--- config.mk ---
export PLATFORM = sky130hd
export DESIGN_NAME = cnn_frame_streamer_flat
export DESIGN_NICKNAME = d
export VERILOG_FILES = /design/src/rtl/cnn_frame_streamer_if.sv /design/src/rtl/cnn_frame_streamer.sv /design/src/flat_wrapper.sv
export SDC_FILE = /design/constraint.sdc
export NUM_CORES = 1
export LEC_CHECK = 0
export CAP_MARGIN = 20
export CORE_UTILIZATION = 50
export DETAILED_ROUTE_END_ITERATION = 10
export PLACE_DENSITY = 0.69
export SLEW_MARGIN = 20
export SYNTH_ARGS = -nofsm -noshare
export SYNTH_HDL_FRONTEND = slang
export SYNTH_SLANG_ARGS = --single-unit
--- constraint.sdc ---
create_clock -name clk -period 3.1 [get_ports clk]
set_input_delay 0.93 -clock clk [delete_from_list [all_inputs] [get_ports clk]]
set_output_delay 0.93 -clock clk [all_outputs]
set_load 0.03 [all_outputs]
--- src/rtl/cnn_frame_streamer_if.sv ---
// Byte-stream bundle shared by the host byte port, the frame streamer and the
// inference engine pixel port. The streamer sits on the master side.
interface cnn_frame_streamer_if;
  logic [7:0] host_data;
  logic       host_valid;
  logic       host_ready;
  logic [7:0] pixel_out;
  logic       pixel_valid;
  logic       frame_start;
  logic       cnn_ready;
  logic       cnn_class;
  logic [7:0] cnn_conf;

  modport master (
    input  host_data,
    input  host_valid,
    input  cnn_ready,
    input  cnn_class,
    input  cnn_conf,
    output host_ready,
    output pixel_out,
    output pixel_valid,
    output frame_start
  );

  modport slave (
    output host_data,
    output host_valid,
    output cnn_ready,
    output cnn_class,
    output cnn_conf,
    input  host_ready,
    input  pixel_out,
    input  pixel_valid,
    input  frame_start
  );
endinterface

--- src/rtl/cnn_frame_streamer.sv ---
// Buffers host bytes in a small FIFO, streams one frame of pixels to the inference
// engine, then holds the engine's classification (or a timeout marker) for the controller.
module cnn_frame_streamer #(
  parameter int IMG_SIZE   = 1024,
  parameter int FIFO_DEPTH = 16,
  parameter int PIX_GAP    = 0,
  parameter int TIMEOUT    = 4096
) (
  input  logic                 clk,
  input  logic                 rst,
  cnn_frame_streamer_if.master bus,
  input  logic                 start_cmd_i,
  input  logic                 flush_i,
  input  logic                 res_ack_i,
  output logic                 busy_o,
  output logic                 res_valid_o,
  output logic                 res_class_o,
  output logic [7:0]           res_conf_o,
  output logic                 res_timeout_o
);

  localparam int AW = $clog2(FIFO_DEPTH);
  localparam int PW = $clog2(IMG_SIZE) + 1;
  localparam int TW = $clog2(TIMEOUT) + 1;
  localparam int GW = ($clog2(PIX_GAP + 1) < 1) ? 1 : $clog2(PIX_GAP + 1);

  localparam logic [AW:0]   PTR_ONE  = (AW + 1)'(1'b1);
  localparam logic [PW-1:0] PIX_ZERO = {PW{1'b0}};
  localparam logic [PW-1:0] PIX_ONE  = PW'(1'b1);
  localparam logic [PW-1:0] PIX_LAST = PW'(IMG_SIZE - 1);
  localparam logic [TW-1:0] TMO_ZERO = {TW{1'b0}};
  localparam logic [TW-1:0] TMO_ONE  = TW'(1'b1);
  localparam logic [TW-1:0] TMO_LAST = TW'(TIMEOUT - 1);
  localparam logic [GW-1:0] GAP_ZERO = {GW{1'b0}};
  localparam logic [GW-1:0] GAP_ONE  = GW'(1'b1);
  localparam logic [GW-1:0] GAP_LOAD = GW'(PIX_GAP);

  typedef enum logic [1:0] {
    S_IDLE   = 2'd0,
    S_START  = 2'd1,
    S_STREAM = 2'd2,
    S_WAIT   = 2'd3
  } state_e;

  state_e        state_q, state_d;
  logic [7:0]    mem_q [FIFO_DEPTH];
  logic [AW:0]   wr_ptr_q, wr_ptr_d;
  logic [AW:0]   rd_ptr_q, rd_ptr_d;
  logic [PW-1:0] pix_cnt_q, pix_cnt_d;
  logic [GW-1:0] gap_cnt_q, gap_cnt_d;
  logic [TW-1:0] tmo_cnt_q, tmo_cnt_d;
  logic [7:0]    pixel_out_q, pixel_out_d;
  logic          pixel_valid_q, pixel_valid_d;
  logic          frame_start_q, frame_start_d;
  logic          host_ready_q, host_ready_d;
  logic          busy_q, busy_d;
  logic          res_valid_q, res_valid_d;
  logic          res_class_q, res_class_d;
  logic [7:0]    res_conf_q, res_conf_d;
  logic          res_timeout_q, res_timeout_d;

  logic          fifo_empty_s;
  logic          fifo_full_nxt_s;
  logic          push_s;
  logic          emit_s;
  logic [7:0]    head_s;

  // host_ready_q is !full of the current pointers, so it gates pushes directly
  assign fifo_empty_s = (wr_ptr_q == rd_ptr_q);
  assign push_s       = bus.host_valid && host_ready_q && !flush_i;
  assign emit_s       = ((state_q == S_START) || (state_q == S_STREAM)) &&
                        (gap_cnt_q == GAP_ZERO) && !fifo_empty_s && !flush_i;
  assign head_s       = mem_q[rd_ptr_q[AW-1:0]];

  // FIFO pointer update; flush discards contents by snapping read onto write
  always_comb begin
    wr_ptr_d = wr_ptr_q;
    rd_ptr_d = rd_ptr_q;
    if (flush_i) begin
      rd_ptr_d = wr_ptr_q;
    end else begin
      if (push_s) begin
        wr_ptr_d = wr_ptr_q + PTR_ONE;
      end else begin
        wr_ptr_d = wr_ptr_q;
      end
      if (emit_s) begin
        rd_ptr_d = rd_ptr_q + PTR_ONE;
      end else begin
        rd_ptr_d = rd_ptr_q;
      end
    end
    fifo_full_nxt_s = (wr_ptr_d[AW] != rd_ptr_d[AW]) &&
                      (wr_ptr_d[AW-1:0] == rd_ptr_d[AW-1:0]);
    host_ready_d    = !fifo_full_nxt_s;
  end

  // Frame sequencing and result capture
  always_comb begin
    state_d       = state_q;
    pix_cnt_d     = pix_cnt_q;
    gap_cnt_d     = gap_cnt_q;
    tmo_cnt_d     = tmo_cnt_q;
    pixel_out_d   = pixel_out_q;
    pixel_valid_d = 1'b0;
    frame_start_d = 1'b0;
    busy_d        = busy_q;
    res_valid_d   = res_valid_q;
    res_class_d   = res_class_q;
    res_conf_d    = res_conf_q;
    res_timeout_d = res_timeout_q;

    // An ack only wins when no new result latches below in the same cycle
    if (res_ack_i) begin
      res_valid_d = 1'b0;
    end else begin
      res_valid_d = res_valid_q;
    end

    if (flush_i) begin
      state_d   = S_IDLE;
      busy_d    = 1'b0;
      pix_cnt_d = PIX_ZERO;
      gap_cnt_d = GAP_ZERO;
      tmo_cnt_d = TMO_ZERO;
    end else begin
      case (state_q)
        S_IDLE: begin
          if (start_cmd_i) begin
            state_d       = S_START;
            frame_start_d = 1'b1;
            busy_d        = 1'b1;
            pix_cnt_d     = PIX_ZERO;
            gap_cnt_d     = GAP_ZERO;
            res_valid_d   = 1'b0;
            res_timeout_d = 1'b0;
          end else begin
            state_d = S_IDLE;
          end
        end
        S_START, S_STREAM: begin
          state_d = S_STREAM;
          if (emit_s) begin
            pixel_valid_d = 1'b1;
            pixel_out_d   = head_s;
            pix_cnt_d     = pix_cnt_q + PIX_ONE;
            gap_cnt_d     = GAP_LOAD;
            if (pix_cnt_q == PIX_LAST) begin
              state_d   = S_WAIT;
              tmo_cnt_d = TMO_ZERO;
            end else begin
              state_d = S_STREAM;
            end
          end else if (gap_cnt_q != GAP_ZERO) begin
            gap_cnt_d = gap_cnt_q - GAP_ONE;
          end else begin
            gap_cnt_d = gap_cnt_q;
          end
        end
        S_WAIT: begin
          if (bus.cnn_ready) begin
            res_valid_d   = 1'b1;
            res_class_d   = bus.cnn_class;
            res_conf_d    = bus.cnn_conf;
            res_timeout_d = 1'b0;
            busy_d        = 1'b0;
            state_d       = S_IDLE;
          end else if (tmo_cnt_q == TMO_LAST) begin
            res_valid_d   = 1'b1;
            res_class_d   = 1'b0;
            res_conf_d    = 8'h00;
            res_timeout_d = 1'b1;
            busy_d        = 1'b0;
            state_d       = S_IDLE;
          end else begin
            tmo_cnt_d = tmo_cnt_q + TMO_ONE;
          end
        end
        default: begin
          state_d = S_IDLE;
          busy_d  = 1'b0;
        end
      endcase
    end
  end

  // Byte storage; contents only matter between valid pointers, so no reset
  always_ff @(posedge clk) begin
    if (push_s) begin
      mem_q[wr_ptr_q[AW-1:0]] <= bus.host_data;
    end
  end

  // State, counters and registered outputs
  always_ff @(posedge clk or posedge rst) begin
    if (rst) begin
      state_q       <= S_IDLE;
      wr_ptr_q      <= {(AW + 1){1'b0}};
      rd_ptr_q      <= {(AW + 1){1'b0}};
      pix_cnt_q     <= PIX_ZERO;
      gap_cnt_q     <= GAP_ZERO;
      tmo_cnt_q     <= TMO_ZERO;
      pixel_out_q   <= 8'h00;
      pixel_valid_q <= 1'b0;
      frame_start_q <= 1'b0;
      host_ready_q  <= 1'b1;
      busy_q        <= 1'b0;
      res_valid_q   <= 1'b0;
      res_class_q   <= 1'b0;
      res_conf_q    <= 8'h00;
      res_timeout_q <= 1'b0;
    end else begin
      state_q       <= state_d;
      wr_ptr_q      <= wr_ptr_d;
      rd_ptr_q      <= rd_ptr_d;
      pix_cnt_q     <= pix_cnt_d;
      gap_cnt_q     <= gap_cnt_d;
      tmo_cnt_q     <= tmo_cnt_d;
      pixel_out_q   <= pixel_out_d;
      pixel_valid_q <= pixel_valid_d;
      frame_start_q <= frame_start_d;
      host_ready_q  <= host_ready_d;
      busy_q        <= busy_d;
      res_valid_q   <= res_valid_d;
      res_class_q   <= res_class_d;
      res_conf_q    <= res_conf_d;
      res_timeout_q <= res_timeout_d;
    end
  end

  assign bus.host_ready  = host_ready_q;
  assign bus.pixel_out   = pixel_out_q;
  assign bus.pixel_valid = pixel_valid_q;
  assign bus.frame_start = frame_start_q;
  assign busy_o          = busy_q;
  assign res_valid_o     = res_valid_q;
  assign res_class_o     = res_class_q;
  assign res_conf_o      = res_conf_q;
  assign res_timeout_o   = res_timeout_q;

endmodule

--- src/flat_wrapper.sv ---
// flat-port wrapper written by rule: the top's interface ports become plain ports
module cnn_frame_streamer_flat 
#(
  parameter int IMG_SIZE   = 1024,
  parameter int FIFO_DEPTH = 16,
  parameter int PIX_GAP    = 0,
  parameter int TIMEOUT    = 4096
)
  (clk, rst, start_cmd_i, flush_i, res_ack_i, busy_o, res_valid_o, res_class_o, res_conf_o, res_timeout_o, bus_host_data, bus_host_valid, bus_cnn_ready, bus_cnn_class, bus_cnn_conf, bus_host_ready, bus_pixel_out, bus_pixel_valid, bus_frame_start);
  cnn_frame_streamer_if bus_i ();
  input  logic clk;
  input  logic rst;
  input  logic start_cmd_i;
  input  logic flush_i;
  input  logic res_ack_i;
  output logic busy_o;
  output logic res_valid_o;
  output logic res_class_o;
  output logic [7:0] res_conf_o;
  output logic res_timeout_o;
  input wire logic [$bits(bus_i.host_data)-1:0] bus_host_data;
  input wire logic [$bits(bus_i.host_valid)-1:0] bus_host_valid;
  input wire logic [$bits(bus_i.cnn_ready)-1:0] bus_cnn_ready;
  input wire logic [$bits(bus_i.cnn_class)-1:0] bus_cnn_class;
  input wire logic [$bits(bus_i.cnn_conf)-1:0] bus_cnn_conf;
  output wire logic [$bits(bus_i.host_ready)-1:0] bus_host_ready;
  output wire logic [$bits(bus_i.pixel_out)-1:0] bus_pixel_out;
  output wire logic [$bits(bus_i.pixel_valid)-1:0] bus_pixel_valid;
  output wire logic [$bits(bus_i.frame_start)-1:0] bus_frame_start;
  assign bus_i.host_data = bus_host_data;
  assign bus_i.host_valid = bus_host_valid;
  assign bus_i.cnn_ready = bus_cnn_ready;
  assign bus_i.cnn_class = bus_cnn_class;
  assign bus_i.cnn_conf = bus_cnn_conf;
  assign bus_host_ready = bus_i.host_ready;
  assign bus_pixel_out = bus_i.pixel_out;
  assign bus_pixel_valid = bus_i.pixel_valid;
  assign bus_frame_start = bus_i.frame_start;
  cnn_frame_streamer #(.IMG_SIZE(IMG_SIZE), .FIFO_DEPTH(FIFO_DEPTH), .PIX_GAP(PIX_GAP), .TIMEOUT(TIMEOUT)) u_core (.clk(clk), .rst(rst), .bus(bus_i), .start_cmd_i(start_cmd_i), .flush_i(flush_i), .res_ack_i(res_ack_i), .busy_o(busy_o), .res_valid_o(res_valid_o), .res_class_o(res_class_o), .res_conf_o(res_conf_o), .res_timeout_o(res_timeout_o));
endmodule
==> impl_metrics.env <==
export IMPL_row_count=45
export IMPL_status="finished clean"
export IMPL_place_area_um2=8869
export IMPL_drt_pass1_iter_count=5
export IMPL_drt_iter0_drc=354
export IMPL_route_detailed_drc=0
export IMPL_dp_hpwl_um=10410
export IMPL_syn2layout_area_growth_pct=18.26
export IMPL_worstPathBufferInverterCount=2
export IMPL_slowest_delay_ns=0.50
export IMPL_ys_async_sr_fraction=0.3155
export IMPL_ios=47
export IMPL_grt_usage=0.2053
export IMPL_io_buffers=46
export IMPL_synth_most_common_cell="edfxtp_1"
export IMPL_synth_top_cells_by_count="edfxtp_1, dfrtp_1, mux4_2"
export IMPL_fin_ws_ns=0.4109
export IMPL_antenna_found_initial=0
export IMPL_cts_resized=0
export IMPL_syn_area_um2=7989
export IMPL_synth_nets=526
export IMPL_ys_types=54
export IMPL_routed_via_density=5.703
export IMPL_slew_headroom=0.5147
export IMPL_die_h_um=128.4
export IMPL_htreeDepth=4
export IMPL_worstSetupPathType="input port to register"
export IMPL_final_nets=604
export IMPL_synth_avg_cell_area_um2=16.20
export IMPL_ir_worst_vdd_mv=0.4482
export IMPL_placeableCoreArea_um2=15370
export IMPL_synth_flop_cell="edfxtp_1"
export IMPL_cts_tree="built"
export IMPL_finalSetupTns_ns=0
export IMPL_slew_violations=0
export IMPL_post_cts_setup_buffers=0
export IMPL_routabilityCongestion=0.8577
export IMPL_clock_path_buffers=2
export IMPL_max_slew_worst_pin_slew_ns=0.7265
export IMPL_die_w_um=128.4
export IMPL_leakage_nw=3.436
export IMPL_hold_violations=0
export IMPL_power_density_nw_per_um2=801.9
export IMPL_grt_pass1_vias=4631
export IMPL_finalSetupViolCount=0
export IMPL_cts_hold_buf=0
export IMPL_start_kind="input port"
export IMPL_synth_edf_count=128
export IMPL_hold_class="register to register"
export IMPL_path_delay_family="simple AND/OR/NAND/NOR gates"
export IMPL_wl_per_cell_um=19.29
export IMPL_cts_root_buf="clkbuf_16"
export IMPL_rsz0062_at_grt="no"
export IMPL_synth_area_leaders="edfxtp_1, dfrtp_1, mux4_2"
export IMPL_cp_cell_sequence="clkdlybuf4s50_1 -> buf_4 -> nand4b_4 -> nor2_2 -> xnor3_1 -> xor2_1 -> a211o_1 -> or4_1"
export IMPL_skew_ns=0.009739
export IMPL_yosysWarnings=0
export IMPL_cp_slowest_cell="or4_1"
export IMPL_worstPathArrival_ns=3.03
export IMPL_vias=4534
export IMPL_yosysSeqAreaShare=0.6661
export IMPL_ys_ff_latch=187
export IMPL_die_area_um2=16490
export IMPL_initial_core_util=0.5197
export IMPL_n_antenna_cell=0
export IMPL_maxCapViolations=0
export IMPL_finalInstanceArea_um2=9448
export IMPL_yosysTopAreaCellShare=0.4811
export IMPL_drive_gt1_frac=0.2192
export IMPL_critPathRequiredTime_ns=3.44
export IMPL_cp_max_fo=13
export IMPL_cts_buffers_inserted=17
export IMPL_routed_wl_um=15340
export IMPL_ant_nets=0
export IMPL_synthCells=493
export IMPL_synth_top_cell_by_area="edfxtp_1"
export IMPL_fmax_mhz=371.9
export IMPL_clkLatencyLatePin_ns=0.43
export IMPL_endpoint_kind="register"
export IMPL_power_mw=7.576
export IMPL_cts_clk_slew_worst_paths_ns=0.07
export IMPL_post_place_ws_ns=-0.02815
export IMPL_grt_ovfl_total=0
export IMPL_grt_pass1_wl_um=24850
export IMPL_post_route_period_util=0.8675
export IMPL_cts_sinks=187
export IMPL_grt_max_degree=37
export IMPL_timing_final_crit_period_ns=2.689
==> state kept, by name, indices dropped and copies added, names as in the netlist <==
name / flops
u_core.mem_q: 128
u_core.tmo_cnt_q: 13
u_core.pix_cnt_q: 11
u_core.bus.pixel_out: 8
u_core.res_conf_o: 8
u_core.rd_ptr_q: 5
u_core.wr_ptr_q: 5
u_core.state_q: 2
u_core.bus.frame_start: 1
u_core.bus.host_ready: 1
u_core.bus.pixel_valid: 1
u_core.busy_o: 1
u_core.res_class_o: 1
u_core.res_timeout_o: 1
u_core.res_valid_o: 1
==> layout by cell type, fill, tap and decap left out, drive strengths merged, types with 2 or more instances in the layout <==
cell	instances
o21bai	2
clkdlybuf4s50	46
o2111ai	8
o21ai	14
buf	35
and2	3
xor2	24
dfrtp	58
or3	4
or2	2
a211o	2
a211oi	2
nand2	17
clkinv	3
mux4	40
xnor2	7
nor3	8
nand4b	2
inv	19
nand4	4
a21oi	11
mux2	8
nor3b	2
mux2i	4
nor4	3
clkinvlp	3
nor2b	2
nor2	40
nand3	5
edfxtp	128
clkbuf	17
and3	9
a22o	9
o211ai	12
nand2b	9
ha	9
==> layout make-up <==
cell class,instances,area (um^2)
Fill cell,1124,5923
Timing Repair Buffer,81,735.7
Multi-Input combinational cell,273,2505
Clock inverter,15,153.9
Tap cell,211,264.0
Clock buffer,17,425.4
Sequential cell,187,5323
Inverter,11,41.29
==> metrics by stage <==
stage	instances	util	hold slack [ns]
after floorplan	493	-	0.4673
after global placement	763	0.5770	0.4842
after detailed placement	763	0.5770	0.4915
after CTS	795	0.6147	0.5103
after global routing	795	0.6147	0.5210
final	795	0.6147	0.5058
==> layer usage <==
metal / vias to the layer above / GRT usage / share of wire
met5: - / 0 / 0
met4: 0 / 0.08581 / 0.018
met3: 24 / 0.04241 / 0.044
met2: 133 / 0.3348 / 0.50
met1: 2309 / 0.2711 / 0.43
li1: 2068 / - / -
==> path summary, 6_finish.rpt <==
path                                      startpoint                     to  slack [ns]  cells after the start
worst max-delay path                         flush_i  u_core.bus.host_ready        0.41                      8
worst min-delay path            u_core.res_conf_o[6]   u_core.res_conf_o[6]        0.51                      1
worst max register to register     u_core.state_q[0]  u_core.bus.host_ready        0.55                      8
worst min register to register  u_core.res_conf_o[6]   u_core.res_conf_o[6]        0.51                      1
max in group asynchronous                        rst   u_core.res_conf_o[3]        1.68                      3
min in group asynchronous                        rst   u_core.pix_cnt_q[10]        0.77                      2
==> where the power goes <==
part           switching [mW]  internal [mW]  total, mW  leakage [nW]
clock network           0.979           1.14       2.12         0.280
registers               0.199           2.92       3.12          1.93
logic                    1.20           1.13       2.34          1.23
==> kinds of logic after synthesis <==
kind of cell	synth area share
AO/OA/AOI/OAI	0.05936
XOR/XNOR	0.03774
adder cells (fa/ha/maj)	0.01410
buffers and inverters	0.02036
flip-flops	0.6661
multiplexers	0.1291
AND/OR/NAND/NOR	0.07330
No activity file was read; power rests on OpenSTA's default activity.
